File: config.mk
export PLATFORM = sky130hd
export DESIGN_NAME = ysyx_23060201_lsu
export DESIGN_NICKNAME = d
export VERILOG_FILES = /design/src/rtl/ysyx_23060201_lsu.sv
export SDC_FILE = /design/constraint.sdc
export NUM_CORES = 1
export LEC_CHECK = 0
export ABC_AREA = 1
export CAP_MARGIN = 20
export CORE_MARGIN = 2
export CORE_UTILIZATION = 49
export DETAILED_ROUTE_END_ITERATION = 12
export PLACE_DENSITY = 0.88
export SKIP_CTS_REPAIR_TIMING = 1
export SLEW_MARGIN = 20
export SYNTH_ARGS = -nofsm -noshare
export SYNTH_HDL_FRONTEND = slang
export SYNTH_SLANG_ARGS = --single-unit
File: constraint.sdc
create_clock -name clk -period 3.4 [get_ports clk]
set_input_delay 0.51 -clock clk [delete_from_list [all_inputs] [get_ports clk]]
set_output_delay 0.51 -clock clk [all_outputs]
set_load 0.005 [all_outputs]
File: src/rtl/ysyx_23060201_lsu.sv
// Load/store unit: takes one load or store from execute, issues a word-aligned
// memory request with byte-lane mask, and returns formatted load data or an error.
module ysyx_23060201_lsu #(
    parameter int unsigned TIMEOUT_CYCLES = 255,
    parameter int unsigned CNT_W          = 8
) (
    input  logic        clk,
    input  logic        rst,
    input  logic        in_valid,
    output logic        in_ready,
    input  logic        in_wen,
    input  logic [1:0]  in_size,
    input  logic        in_unsigned,
    input  logic [31:0] in_addr,
    input  logic [31:0] in_wdata,
    output logic        out_valid,
    input  logic        out_ready,
    output logic [31:0] out_rdata,
    output logic        out_err,
    output logic        mem_req_valid,
    input  logic        mem_req_ready,
    output logic        mem_req_wen,
    output logic [31:0] mem_req_addr,
    output logic [31:0] mem_req_wdata,
    output logic [3:0]  mem_req_wmask,
    input  logic        mem_rsp_valid,
    input  logic [31:0] mem_rsp_rdata,
    output logic        mem_rsp_ready
);

    typedef enum logic [1:0] {S_IDLE, S_REQ, S_WAIT_RSP, S_RESP} state_e;

    state_e            state_q, state_d;
    logic              wen_q, wen_d;
    logic [1:0]        size_q, size_d;
    logic              uns_q, uns_d;
    logic [31:0]       addr_q, addr_d;
    logic [31:0]       wdata_q, wdata_d;
    logic [CNT_W-1:0]  cnt_q, cnt_d;
    logic [31:0]       rdata_q, rdata_d;
    logic              err_q, err_d;

    logic [1:0]        off;
    logic [3:0]        lane_mask;
    logic [31:0]       rsp_shifted;
    logic [31:0]       load_fmt;
    logic              misaligned;
    logic [CNT_W-1:0]  cnt_inc;

    assign off         = addr_q[1:0];
    assign rsp_shifted = mem_rsp_rdata >> {off, 3'b000};
    assign cnt_inc     = cnt_q + 1'b1;

    always_comb begin
        lane_mask = 4'b1111;
        case (size_q)
            2'b00:   lane_mask = 4'b0001 << off;
            2'b01:   lane_mask = 4'b0011 << off;
            default: lane_mask = 4'b1111;
        endcase
    end

    always_comb begin
        load_fmt = rsp_shifted;
        case (size_q)
            2'b00:   load_fmt = {{24{~uns_q & rsp_shifted[7]}}, rsp_shifted[7:0]};
            2'b01:   load_fmt = {{16{~uns_q & rsp_shifted[15]}}, rsp_shifted[15:0]};
            default: load_fmt = rsp_shifted;
        endcase
    end

    always_comb begin
        misaligned = 1'b0;
        case (in_size)
            2'b01:   misaligned = in_addr[0];
            2'b10:   misaligned = (in_addr[1:0] != 2'b00);
            2'b11:   misaligned = 1'b1;
            default: misaligned = 1'b0;
        endcase
    end

    always_comb begin
        state_d = state_q;
        wen_d   = wen_q;
        size_d  = size_q;
        uns_d   = uns_q;
        addr_d  = addr_q;
        wdata_d = wdata_q;
        cnt_d   = cnt_q;
        rdata_d = rdata_q;
        err_d   = err_q;
        case (state_q)
            S_IDLE: begin
                if (in_valid) begin
                    wen_d   = in_wen;
                    size_d  = in_size;
                    uns_d   = in_unsigned;
                    addr_d  = in_addr;
                    wdata_d = in_wdata;
                    rdata_d = '0;
                    err_d   = misaligned;
                    state_d = misaligned ? S_RESP : S_REQ;
                end
            end
            S_REQ: begin
                if (mem_req_ready) begin
                    cnt_d   = '0;
                    state_d = S_WAIT_RSP;
                end
            end
            S_WAIT_RSP: begin
                cnt_d = cnt_inc;
                // A response in the timeout cycle takes priority over the error.
                if (mem_rsp_valid) begin
                    rdata_d = wen_q ? '0 : load_fmt;
                    err_d   = 1'b0;
                    state_d = S_RESP;
                end else if (TIMEOUT_CYCLES != 0 && cnt_inc == CNT_W'(TIMEOUT_CYCLES)) begin
                    rdata_d = '0;
                    err_d   = 1'b1;
                    state_d = S_RESP;
                end
            end
            S_RESP: begin
                if (out_ready) begin
                    state_d = S_IDLE;
                end
            end
            default: state_d = S_IDLE;
        endcase
    end

    always_ff @(posedge clk) begin
        if (rst) begin
            state_q <= S_IDLE;
            wen_q   <= 1'b0;
            size_q  <= '0;
            uns_q   <= 1'b0;
            addr_q  <= '0;
            wdata_q <= '0;
            cnt_q   <= '0;
            rdata_q <= '0;
            err_q   <= 1'b0;
        end else begin
            state_q <= state_d;
            wen_q   <= wen_d;
            size_q  <= size_d;
            uns_q   <= uns_d;
            addr_q  <= addr_d;
            wdata_q <= wdata_d;
            cnt_q   <= cnt_d;
            rdata_q <= rdata_d;
            err_q   <= err_d;
        end
    end

    assign in_ready      = (state_q == S_IDLE) & ~rst;
    assign mem_req_valid = (state_q == S_REQ);
    assign mem_rsp_ready = (state_q == S_WAIT_RSP);
    assign out_valid     = (state_q == S_RESP);
    assign out_rdata     = rdata_q;
    assign out_err       = err_q;

    // Request fields are only driven while a request is outstanding.
    assign mem_req_wen   = mem_req_valid & wen_q;
    assign mem_req_addr  = mem_req_valid ? {addr_q[31:2], 2'b00} : '0;
    assign mem_req_wdata = mem_req_valid ? (wdata_q << {off, 3'b000}) : '0;
    assign mem_req_wmask = (mem_req_valid & wen_q) ? lane_mask : '0;

endmodule

==> flow_summary.toml <==
[run_status]
outcome = "finished, final reports clean"

[logic_synthesis]
synth_cell_type_count = 33
syn_inst = 951
ys_seq_elements = 111
synthAdderAreaFrac_pct = 1.264
synth_edf_count = 0
synth_top_family_by_area = "simple AND/OR/NAND/NOR gates"
synth-xor-area-share_pct = 0
muxShareOfSynthArea_pct = 0.1686
syn_area_per_cell_um2 = 6.243
synth-compound-area-share_pct = 19.66
synthSimpleGateAreaFrac_pct = 30.62
ys_warn_count = 0
async_reset_ff_share_pct = 0
ys_seq_area_share_pct = 37.43
netlist_area_um2 = 5937
synth_ff_type = "dfxtp_1"

[routing]
drtAntennaViolNets = 0
wl_per_cell_um = 14.50
vias = 6611
drtPass1Iterations = 5
drcViolationCount = 0
wl_um = 18450
drt_iter0_drc = 529
via_per_inst = 5.197

[clocking]
h-tree-depth = 3
cts_made_buffers = 9
clockRootBuffer = "clkbuf_16"
cts_tree = "built"
clock_sinks = 111
cts_buffer_depth = 2
clock_latency_ns = 0.35
clk_pin_slew_ns = 0.07

[placed_design]
io_buffers = 209
routabilityCongestion = 0.9498
hpwl_um = 13550

[critical_path]
start_kind = "flip-flop"
critical_path_arrival_ns = 2.29
critPathCaptureType = "primary output"
worstPathMaxFanout = 16
crit_type = "flip-flop to primary output"
required_ns = 2.89

[hold_path]
hp-class = "flip-flop to flip-flop"

[die]
ioPinCount = 212
die_area_um2 = 13010
die_h_um = 114.1
row_count = 40
core-area_um2 = 11910
start_util_pct = 49.84
fp.dieW_um = 114.1

[layout]
mostFrequentLayoutCell = "clkdlybuf4s50_1"
final_cell_mix = "clkdlybuf4s50_1, nand2_1, nor2_1"
fin_nets = 1232
fillCellCount = 1060
drive_gt1_share_pct = 4.089
antenna_cells = 0
area_delta_synth_final_pct = 40.40

[sta]
tns_ns = 0
whs_ns = 0.4688
fin_crit_sh_pct = 82.35
hold_viol_final = 0
worst_pin_slew_ns = 0.6058
final.setup_skew_ns = 0.003800
setup_viol = 0
rsz0062_at_grt = "no"
slew_headroom_pct = 59.52
fmax_mhz = 357.2
min_period_ns = 2.800
slew_viol_final = 0

[power_and_ir_drop]
power_leakage_nw = 3.630
ir_drop_uv = 379.9
p_per_area_nw_per_um2 = 736.7

[global_routing]
grt_pass1_wl_um = 29040
grt.total_usage_pct = 27.90
grt_max_degree = 50
grt_pass1_vias = 6019
grt_overflow = 0
antenna_found_initial = 0

[job]
maxCapViolations = 0
per-stage QoR:
step	total power [mW]	std cells	worst slack (ns)	utilization [%]	cell area [um^2]
2_1_floorplan	3.894	952	1.528	-	5941
3_3_place_gp	5.098	1256	0.9503	67.62	8054
3_5_place_dp	5.139	1256	0.9851	67.62	8054
4_1_cts	6.151	1272	0.5640	69.98	8335
5_1_grt	6.642	1272	0.4430	69.98	8335
6_report	6.141	1272	0.6001	69.98	8335
sequential cells by signal, indices dropped and copies added (netlist names):
name / flops
cnt_q: 8
out_err: 1
size_q: 2
state_q: 2
out_rdata: 32
uns_q: 1
wdata_q: 32
wen_q: 1
addr_q: 32
worst max-delay path, cell delays in order, from the launching register on:
cell	delay [ns]
dfxtp_1	0.33
inv_1	0.12
ha_1	0.21
nand2_1	0.38
o22ai_1	0.33
clkdlybuf4s50_1	0.57
area by class of cell:
cell class / count / area (um^2) / share of cell area, %
well taps: 147 / 183.9 / 2.207
clock buffers: 9 / 225.2 / 2.702
flip-flops and latches: 111 / 2223 / 26.67
multi-input cells: 681 / 3080 / 36.96
clock inverters: 7 / 56.30 / 0.6755
repair buffers: 224 / 2217 / 26.60
inverters: 93 / 349.1 / 4.188
metal layers:
metal	part of all wire, %	up-vias	GRT usage, %
li1	-	3373	-
met1	39	2907	32.69
met2	47	283	47.50
met3	9.9	48	8.788
met4	3.7	0	11.14
met5	0	-	0
power breakdown:
group	switching [mW]	total [mW]	leakage, nW	internal [mW]
Clock	0.509	1.01	0.136	0.506
Combinational	1.79	3.18	2.58	1.39
Sequential	0.237	1.94	0.916	1.71
Total	2.54	6.14	3.63	3.60
path summary, 6_finish.rpt:
path,slack (ns),cells after the start,startpoint,end
worst min-delay path,0.47,2,wdata_q[20],wdata_q[20]
worst max register to register,1.03,9,size_q[1],out_rdata[29]
worst min register to register,0.47,2,wdata_q[20],wdata_q[20]
worst max-delay path,0.60,5,state_q[1],mem_req_wdata[29]
logic make-up after synthesis:
kind of cell / Yosys count
mux: 1
simple gates: 453
buf+inv: 160
other cells: 1
compound gates: 219
fa+ha+maj: 6
flops: 111
cell usage after synthesis, types with 2 or more instances:
| library cell | count | area share [%] |
|---|---|---|
| o22ai_1 | 17 | 1.8 |
| o2111ai_1 | 2 | 0.30 |
| buf_1 | 2 | 0.13 |
| nor2_2 | 2 | 0.21 |
| nand2_2 | 2 | 0.21 |
| inv_1 | 91 | 5.8 |
| nand3_1 | 48 | 4.0 |
| nor3_1 | 2 | 0.17 |
| or2_2 | 2 | 0.21 |
| o21bai_1 | 2 | 0.25 |
| buf_2 | 8 | 0.67 |
| o211ai_1 | 5 | 0.63 |
| o21ai_0 | 119 | 10 |
| nand2_4 | 2 | 0.38 |
| clkbuf_1 | 50 | 3.2 |
| nand2_1 | 202 | 13 |
| nand3_2 | 3 | 0.51 |
| dfxtp_1 | 111 | 37 |
| ha_1 | 6 | 1.3 |
| nor2_1 | 188 | 12 |
| buf_4 | 6 | 0.76 |
| a21oi_1 | 63 | 5.3 |
| o31ai_1 | 8 | 1.0 |
No activity file was read; power rests on OpenSTA's default activity.
